<file path="src/rtl/emif_access_ctrl.sv">
// rtl/emif_access_ctrl.sv - EMIF strobe synchroniser and access sequencer for the FPGA register file
// Decodes MCU EMIF strobes into qualified register-file write/read transactions with sticky error flags.
module emif_access_ctrl #(
  parameter int SETTLE_CYC  = 5,
  parameter int ADDR_DEPTH  = 8,
  parameter int RD_LAT      = 1,
  parameter int TIMEOUT_CYC = 255
) (
  input  logic        clk,
  input  logic        rst_n,
  input  logic        emif_cs_n,
  input  logic        emif_we_n,
  input  logic        emif_oe_n,
  input  logic [12:0] emif_addr,
  input  logic [15:0] emif_data_in,
  input  logic [15:0] rd_data,
  input  logic        err_clr,
  output logic        wr_en,
  output logic [12:0] wr_addr,
  output logic [15:0] wr_data,
  output logic        rd_req,
  output logic [12:0] rd_addr,
  output logic [15:0] emif_data_out,
  output logic        emif_data_oe,
  output logic        busy,
  output logic        timeout_err,
  output logic        addr_err,
  output logic        proto_err
);

  localparam int              TMO_W    = $clog2(TIMEOUT_CYC + 1);
  localparam int              CNT_W    = 8;
  localparam logic [TMO_W-1:0] TMO_MAX  = TMO_W'(TIMEOUT_CYC);
  localparam logic [CNT_W-1:0] SETTLE_L = CNT_W'(SETTLE_CYC);
  localparam logic [CNT_W-1:0] RDLAT_L  = CNT_W'(RD_LAT - 1);
  localparam logic [12:0]      DEPTH_L  = 13'(ADDR_DEPTH);

  typedef enum logic [2:0] {
    S_IDLE, S_WR_SETTLE, S_WR_COMMIT, S_RD_REQ, S_RD_WAIT, S_RD_DRIVE, S_RELEASE
  } state_e;

  logic [1:0]       cs_sync_q, we_sync_q, oe_sync_q;
  logic             cs_s, we_s, oe_s;
  state_e           state_q, state_d;
  logic [CNT_W-1:0] cnt_q, cnt_d;
  logic [TMO_W-1:0] tmo_q, tmo_d;
  logic [12:0]      wr_addr_q, wr_addr_d, rd_addr_q, rd_addr_d;
  logic [15:0]      wr_data_q, wr_data_d, dout_q, dout_d;
  logic             timeout_err_q, timeout_err_d;
  logic             addr_err_q, addr_err_d;
  logic             proto_err_q, proto_err_d;
  logic             set_tmo, set_addr, set_proto, tmo_fire;
  logic             wr_addr_ok, rd_addr_ok;

  // Strobes idle high, so the synchronisers reset to the inactive level.
  always_ff @(posedge clk or negedge rst_n) begin
    if (!rst_n) begin
      cs_sync_q <= 2'b11;
      we_sync_q <= 2'b11;
      oe_sync_q <= 2'b11;
    end else begin
      cs_sync_q <= {cs_sync_q[0], emif_cs_n};
      we_sync_q <= {we_sync_q[0], emif_we_n};
      oe_sync_q <= {oe_sync_q[0], emif_oe_n};
    end
  end

  assign cs_s       = cs_sync_q[1];
  assign we_s       = we_sync_q[1];
  assign oe_s       = oe_sync_q[1];
  assign wr_addr_ok = (wr_addr_q < DEPTH_L);
  assign rd_addr_ok = (rd_addr_q < DEPTH_L);

  always_ff @(posedge clk or negedge rst_n) begin
    if (!rst_n) begin
      state_q       <= S_IDLE;
      cnt_q         <= '0;
      tmo_q         <= '0;
      wr_addr_q     <= '0;
      wr_data_q     <= '0;
      rd_addr_q     <= '0;
      dout_q        <= '0;
      timeout_err_q <= 1'b0;
      addr_err_q    <= 1'b0;
      proto_err_q   <= 1'b0;
    end else begin
      state_q       <= state_d;
      cnt_q         <= cnt_d;
      tmo_q         <= tmo_d;
      wr_addr_q     <= wr_addr_d;
      wr_data_q     <= wr_data_d;
      rd_addr_q     <= rd_addr_d;
      dout_q        <= dout_d;
      timeout_err_q <= timeout_err_d;
      addr_err_q    <= addr_err_d;
      proto_err_q   <= proto_err_d;
    end
  end

  always_comb begin
    state_d   = state_q;
    cnt_d     = cnt_q;
    tmo_d     = tmo_q;
    wr_addr_d = wr_addr_q;
    wr_data_d = wr_data_q;
    rd_addr_d = rd_addr_q;
    dout_d    = dout_q;
    set_tmo   = 1'b0;
    set_addr  = 1'b0;
    set_proto = 1'b0;
    tmo_fire  = 1'b0;

    // Saturating watchdog; fires once, on the step that reaches TIMEOUT_CYC.
    if (state_q == S_IDLE) begin
      tmo_d = '0;
    end else if (tmo_q != TMO_MAX) begin
      tmo_d    = tmo_q + TMO_W'(1);
      tmo_fire = (tmo_q + TMO_W'(1) == TMO_MAX);
    end

    case (state_q)
      S_IDLE: begin
        if (!cs_s && !we_s && !oe_s) begin
          set_proto = 1'b1;
          state_d   = S_RELEASE;
        end else if (!cs_s && !we_s) begin
          cnt_d   = '0;
          state_d = S_WR_SETTLE;
        end else if (!cs_s && !oe_s) begin
          rd_addr_d = emif_addr;
          state_d   = S_RD_REQ;
        end
      end
      S_WR_SETTLE: begin
        if (cs_s || we_s) begin
          state_d = S_IDLE;
        end else if (cnt_q + CNT_W'(1) == SETTLE_L) begin
          wr_addr_d = emif_addr;
          wr_data_d = emif_data_in;
          state_d   = S_WR_COMMIT;
        end else begin
          cnt_d = cnt_q + CNT_W'(1);
        end
      end
      S_WR_COMMIT: begin
        set_addr = !wr_addr_ok;
        state_d  = S_RELEASE;
      end
      S_RD_REQ: begin
        set_addr = !rd_addr_ok;
        cnt_d    = '0;
        state_d  = S_RD_WAIT;
      end
      S_RD_WAIT: begin
        if (cnt_q == RDLAT_L) begin
          dout_d  = rd_addr_ok ? rd_data : 16'h0000;
          state_d = S_RD_DRIVE;
        end else begin
          cnt_d = cnt_q + CNT_W'(1);
        end
      end
      S_RD_DRIVE: begin
        if (oe_s || cs_s) state_d = S_IDLE;
      end
      S_RELEASE: begin
        if (cs_s || (we_s && oe_s)) state_d = S_IDLE;
      end
      default: state_d = S_IDLE;
    endcase

    if (tmo_fire) begin
      set_tmo = 1'b1;
      state_d = S_RELEASE;
    end

    // A new error in the same cycle as err_clr wins.
    timeout_err_d = (timeout_err_q && !err_clr) || set_tmo;
    addr_err_d    = (addr_err_q    && !err_clr) || set_addr;
    proto_err_d   = (proto_err_q   && !err_clr) || set_proto;
  end

  assign wr_en         = (state_q == S_WR_COMMIT) && wr_addr_ok;
  assign wr_addr       = wr_addr_q;
  assign wr_data       = wr_data_q;
  assign rd_req        = (state_q == S_RD_REQ) && rd_addr_ok;
  assign rd_addr       = rd_addr_q;
  assign emif_data_out = dout_q;
  assign emif_data_oe  = (state_q == S_RD_DRIVE);
  assign busy          = (state_q != S_IDLE);
  assign timeout_err   = timeout_err_q;
  assign addr_err      = addr_err_q;
  assign proto_err     = proto_err_q;

endmodule

</file>
<file path="config.mk">
export PLATFORM = sky130hd
export DESIGN_NAME = emif_access_ctrl
export DESIGN_NICKNAME = d
export VERILOG_FILES = /design/src/rtl/emif_access_ctrl.sv
export SDC_FILE = /design/constraint.sdc
export NUM_CORES = 1
export LEC_CHECK = 0
export CAP_MARGIN = 20
export CORE_ASPECT_RATIO = 0.75
export CORE_MARGIN = 3
export CORE_UTILIZATION = 51
export CTS_CLUSTER_SIZE = 28
export DETAILED_ROUTE_END_ITERATION = 12
export HOLD_SLACK_MARGIN = 0.1
export PLACE_DENSITY = 0.82
export SLEW_MARGIN = 0
export SYNTH_ARGS = -nofsm -noshare
export SYNTH_HDL_FRONTEND = slang
export SYNTH_SLANG_ARGS = --single-unit
</file>
<file path="constraint.sdc">
create_clock -name clk -period 3.6 [get_ports clk]
set_input_delay 0.36 -clock clk [delete_from_list [all_inputs] [get_ports clk]]
set_output_delay 0.36 -clock clk [all_outputs]
set_load 0.01 [all_outputs]
</file>
=== Word level (Yosys, flattened, before mapping) ===
Cells that the tools add are included.
W data, S select, Z words.

* Logic and storage cells: 95
* Bits in registers: 86

* Reduce and logical (&&, ||, !) cells: 31
* Multiplexer cells: 25
* Bitwise logic cells: 3
* Magnitude comparators: 2
* Eq/ne operators: 19
* Add/sub/neg operators: 2

{| class="wikitable"
|+ Operator list
! operator !! number
|-
| $mux W8 || 7
|-
| $pmux W8 S4 || 1
|-
| $mux W3 || 9
|-
| $lt A13 B4 Y1 const B || 2
|-
| $pmux W3 S7 || 1
|-
| $add A8 B1 Y8 const B || 2
|-
| $mux W16 || 1
|-
| $eq A3 B3 Y1 const B || 3
|-
| $logic_and A1 B1 Y1 || 9
|-
| $eq A8 B3 Y1 const B || 1
|-
| $eq A8 B8 Y1 const B || 1
|-
| $logic_not A8 Y1 || 1
|-
| $ne A2 B2 Y1 const B || 4
|-
| $ne A8 B8 Y1 const B || 1
|-
| $eq A3 B2 Y1 const B || 2
|-
| $logic_not A1 Y1 || 6
|-
| $logic_or A1 B1 Y1 || 6
|-
| $ne A3 B3 Y1 const B || 2
|-
| $reduce_and A6 Y1 || 1
|-
| $mux W1 || 5
|-
| $ne A5 B2 Y1 const B || 1
|-
| $reduce_and A5 Y1 || 1
|-
| $ne A4 B4 Y1 const B || 1
|-
| $reduce_and A4 Y1 || 1
|-
| other kinds (11) || 13
|}

=== Depth between registers and ports, before layout ===
* Depth after elaboration: 7
* Mapped depth: 9
* Gate-level depth less buffers: 8

=== Worst setup path after synthesis ===
OpenSTA, ideal clock, no wires.

* Path kind: flip-flop to flip-flop
* Start point: reg cnt_q[0]
* End point: reg wr_addr_q[0] (netlist: wr_addr[0])
* Cell stages (with the launch flop): 8
* Period minus slack after synthesis: 2089 ps
* Path buffers: 2
* Slack: 1511 ps
* Data required time: 3475 ps
* Arrival: 1964 ps
* Cells stage by stage: dfrtp_1 ha_1 nand3_2 o32a_1 nor3_2 buf_6 buf_12 mux2_4

* Longest elaborated chain between the ends: 3

{| class="wikitable"
|+ Ends and longest elaborated chain
! what !! RTL line !! text
|-
| start: declaration || 45 || <nowiki>logic [CNT_W-1:0] cnt_q, cnt_d;</nowiki>
|-
| start signal: assignment || 88 || <nowiki>cnt_q <= cnt_d;</nowiki>
|-
| $add A8 B1 Y8 || 137 || <nowiki>end else if (cnt_q + CNT_W'(1) == SETTLE_L) begin</nowiki>
|-
| $eq A8 B3 Y1 || 137 ||
|-
| $reduce_and A3 Y1 (no source line) || - ||
|-
| end signal: assignment || 90 || <nowiki>wr_addr_q <= wr_addr_d;</nowiki>
|-
| end: declaration || 47 || <nowiki>logic [12:0] wr_addr_q, wr_addr_d, rd_addr_q, rd_addr_d;</nowiki>
|}

Every way passes these cells.
A chain may end at the register's enable or synchronous reset.

=== Final worst setup path ===
* Start point: reg rd_addr_q[8] (netlist: rd_addr[8])
* End point: out rd_req

* Longest elaborated chain between the ends: 2

{| class="wikitable"
|+ Ends and longest elaborated chain
! what !! RTL line !! text
|-
| start: declaration || 47 ||
|-
| start signal: assignment || 92 || <nowiki>rd_addr_q <= rd_addr_d;</nowiki>
|-
| $lt A13 B4 Y1 || 72 || <nowiki>assign rd_addr_ok = (rd_addr_q < DEPTH_L);</nowiki>
|-
| $logic_and A1 B1 Y1 || 185 || <nowiki>assign rd_req = (state_q == S_RD_REQ) && rd_addr_ok;</nowiki>
|-
| end: declaration || 21 || <nowiki>output logic rd_req,</nowiki>
|}

Every way passes these cells.

==> flow_summary.toml <==
[clock_network]
clkSinkCount = 86
cts_max_level = 3
cts_buffers = 9
cts_setup_buffers = 0
clk_path_buf_depth = 2
clk_pin_slew_worst_paths_ns = 0.09
cts-root-buf = "clkbuf_8"
clk_latency_ns = 0.37
cts_tree = "done"

[global_route]
grtUsageTotal = 0.2435
grt_overflow = 0
antenna_found_initial = 0
grt_pass1_vias = 3133
grt_max_degree = 87
grt_pass1_wl_um = 16090

[layout]
postLayoutCellArea_um2 = 5290
finalNonFillerCells = 537
fill_cells = 468
antennaDiodeCount = 0
final_cell_mix = "clkdlybuf4s50_1 (114), dfrtp_1 (80), mux2_2 (32), o21ai_0 (16), a22o_1 (16)"
multiInputGateArea_um2 = 1577
regArea_um2 = 2160
fin_nets = 489
layout_commonest_cell = "clkdlybuf4s50_1"
layout-drive-gt1-share = 0.1777
area_delta_synth_final_pct = 37.01

[sta]
maxSlewViolCount = 0
setup_tns_ns = 0
setup-violations-final = 0
fmax_mhz = 348.7
min_period_ns = 2.868
skew_ns = 0.01062
slew_headroom = 0.5360
hold_violations = 0
fin_crit_sh = 0.7966
worst_slew_pin_slew_ns = 0.6940
rsz0062_at_grt = "no"

[place]
port_buffers = 115
gp_congestion = 0.8732
dp_hpwl_um = 7005
placed_cells = 519
place_area_um2 = 5071

[floorplan]
core_area_um2 = 7059
die_w_um = 106.5
dieArea_um2 = 8662
die_y_um = 81.36
row_count = 26
start_util = 0.5470
pin_count = 116

[synthesis]
yosysTopAreaCellShare = 0.5185
synth-seq-cells = 86
synth_edf_count = 0
syn-num-nets = 371
yosysWarningCount = 0
ys_top_cells_by_area = "dfrtp_1 (52%), mux2_2 (9.3%), dfstp_2 (4.1%), mux2_4 (3.9%), a22o_1 (3.6%)"
async_reset_ff_frac = 1.000
synth.yosys.seq_area_share = 0.5593
synth_cell_types = 57
syn-mean-instance-area_um2 = 12.22
synthFlopType = "dfrtp_1"
synthesis.area_um2 = 3861
synth_top_cell_by_area = "dfrtp_1"
syn_inst = 316

[worst_hold_path]
hp-class = "flop to flop"

[drt]
vias = 3059
firstDrtPassIters = 4
routed_wl_um = 9897
first_iter_violations = 167
drtAntennaViolNets = 0
wl_per_cell_um = 18.43
drc = 0
avgViaCountPerCell = 5.696

[worst_setup_path]
cpMaxStageDelayCell = "clkdlybuf4s50_1"
path_buf_inv = 2
slowest_delay_ns = 0.59
cp-start-kind = "flop"
end_kind = "primary output"
cp.arrival_ns = 2.51
path_cells = "or4_1 > nor4_1 > inv_1 > nor3_1 > clkdlybuf4s50_1"
crit_required_ns = 3.24
critPathTopFamily = "simple AND/OR/NAND/NOR gates"
crit_fanout = 3
path_class = "flop to primary output"

[power_and_ir_drop]
leakagePower_nw = 2.271
peakVddDrop_v = 0.0004019
p_per_area_nw_per_um2 = 585.6

[flow_run]
cap_violations = 0

[run_status]
status = "complete, no violations"
==> layer usage <==
layer,track usage,up-vias,share of wire
met2,0.3793,127,0.46
met4,0.07407,0,0.014
li1,-,1410,-
met1,0.3060,1507,0.42
met5,0,-,0
met3,0.1152,15,0.10
==> stage by stage <==
stage               hold WS (ns)    util  total power [mW]  setup WS (ns)
floorplan                0.06441       -             1.937          1.511
detailed placement        0.3475  0.7184             2.474          1.072
global placement          0.3461  0.7184             2.425          1.143
finish                    0.3602  0.7494             3.098         0.7321
global route              0.3615  0.7494             3.295         0.6412
CTS                       0.2079  0.7441             3.113         0.7324
==> what timing repair did <==
action	CTS	global route
hold buffers	0	1
endpoints found under the hold margin	0	24
resized for setup	0	0
==> registers in the layout, indices dropped and copies added (netlist names) <==
name	cells
rd_addr	13
cs_sync_q	2
timeout_err	1
emif_data_out	16
wr_data	16
cnt_q	8
proto_err	1
tmo_q	8
addr_err	1
state_q	3
we_sync_q	2
wr_addr	13
oe_sync_q	2
==> synth_stat cells (7+ instances only) <==
| cell | instances |
|---|---|
| a22o_1 | 16 |
| inv_1 | 12 |
| nand3_1 | 7 |
| dfrtp_1 | 80 |
| nor2_1 | 11 |
| mux2_2 | 32 |
| o21ai_0 | 16 |
| a21oi_1 | 10 |
| nand2_1 | 14 |
| mux2_4 | 10 |
==> report_power, final <==
group	internal (mW)	switching (mW)
logic	0.589	0.536
clock network	0.260	0.369
registers	1.14	0.202
==> layout make-up <==
class / count / share of cell area
clock buffers: 9 / 0.02342
clock inverters: 7 / 0.01088
inverters: 13 / 0.009224
multi-input cells: 205 / 0.2980
flip-flops and latches: 86 / 0.4082
well taps: 98 / 0.02318
repair buffers: 119 / 0.2271
==> worst register-to-register path: cells and delay by family, from the launching register on <==
family                 cells  cell delay, ns
buffers and inverters      2            0.58
flip-flops                 1            0.68
AND/OR/NAND/NOR            2            0.79
multiplexers               1            0.41
==> cells by family (layout without fill, tap and decap cells) <==
logic type	after synthesis	count (layout)	synth area share
flip-flops	86	86	0.5593
AO/OA/AOI/OAI	78	78	0.1419
AND/OR/NAND/NOR	76	76	0.1079
multiplexers	43	43	0.1348
buffers and inverters	25	148	0.03402
adder cells (fa/ha/maj)	4	4	0.01296
XOR/XNOR	4	4	0.009075
==> final timing paths <==
check,endpoint,from,slack [ns],cells after the start
worst max register to register,wr_data[10]$_DFFE_PN0P_,state_q[0]$_DFFE_PN0P_,1.03,5
min in group asynchronous,proto_err$_DFF_PN0_,rst_n,0.44,2
max in group asynchronous,we_sync_q[1]$_DFF_PN1_,rst_n,2.51,3
worst min register to register,cs_sync_q[1]$_DFF_PN1_,cs_sync_q[0]$_DFF_PN1_,0.36,0
worst max-delay path,rd_req,rd_addr[8]$_DFFE_PN0P_,0.73,5
worst min-delay path,cs_sync_q[1]$_DFF_PN1_,cs_sync_q[0]$_DFF_PN1_,0.36,0
No activity file was read; power rests on OpenSTA's default activity.
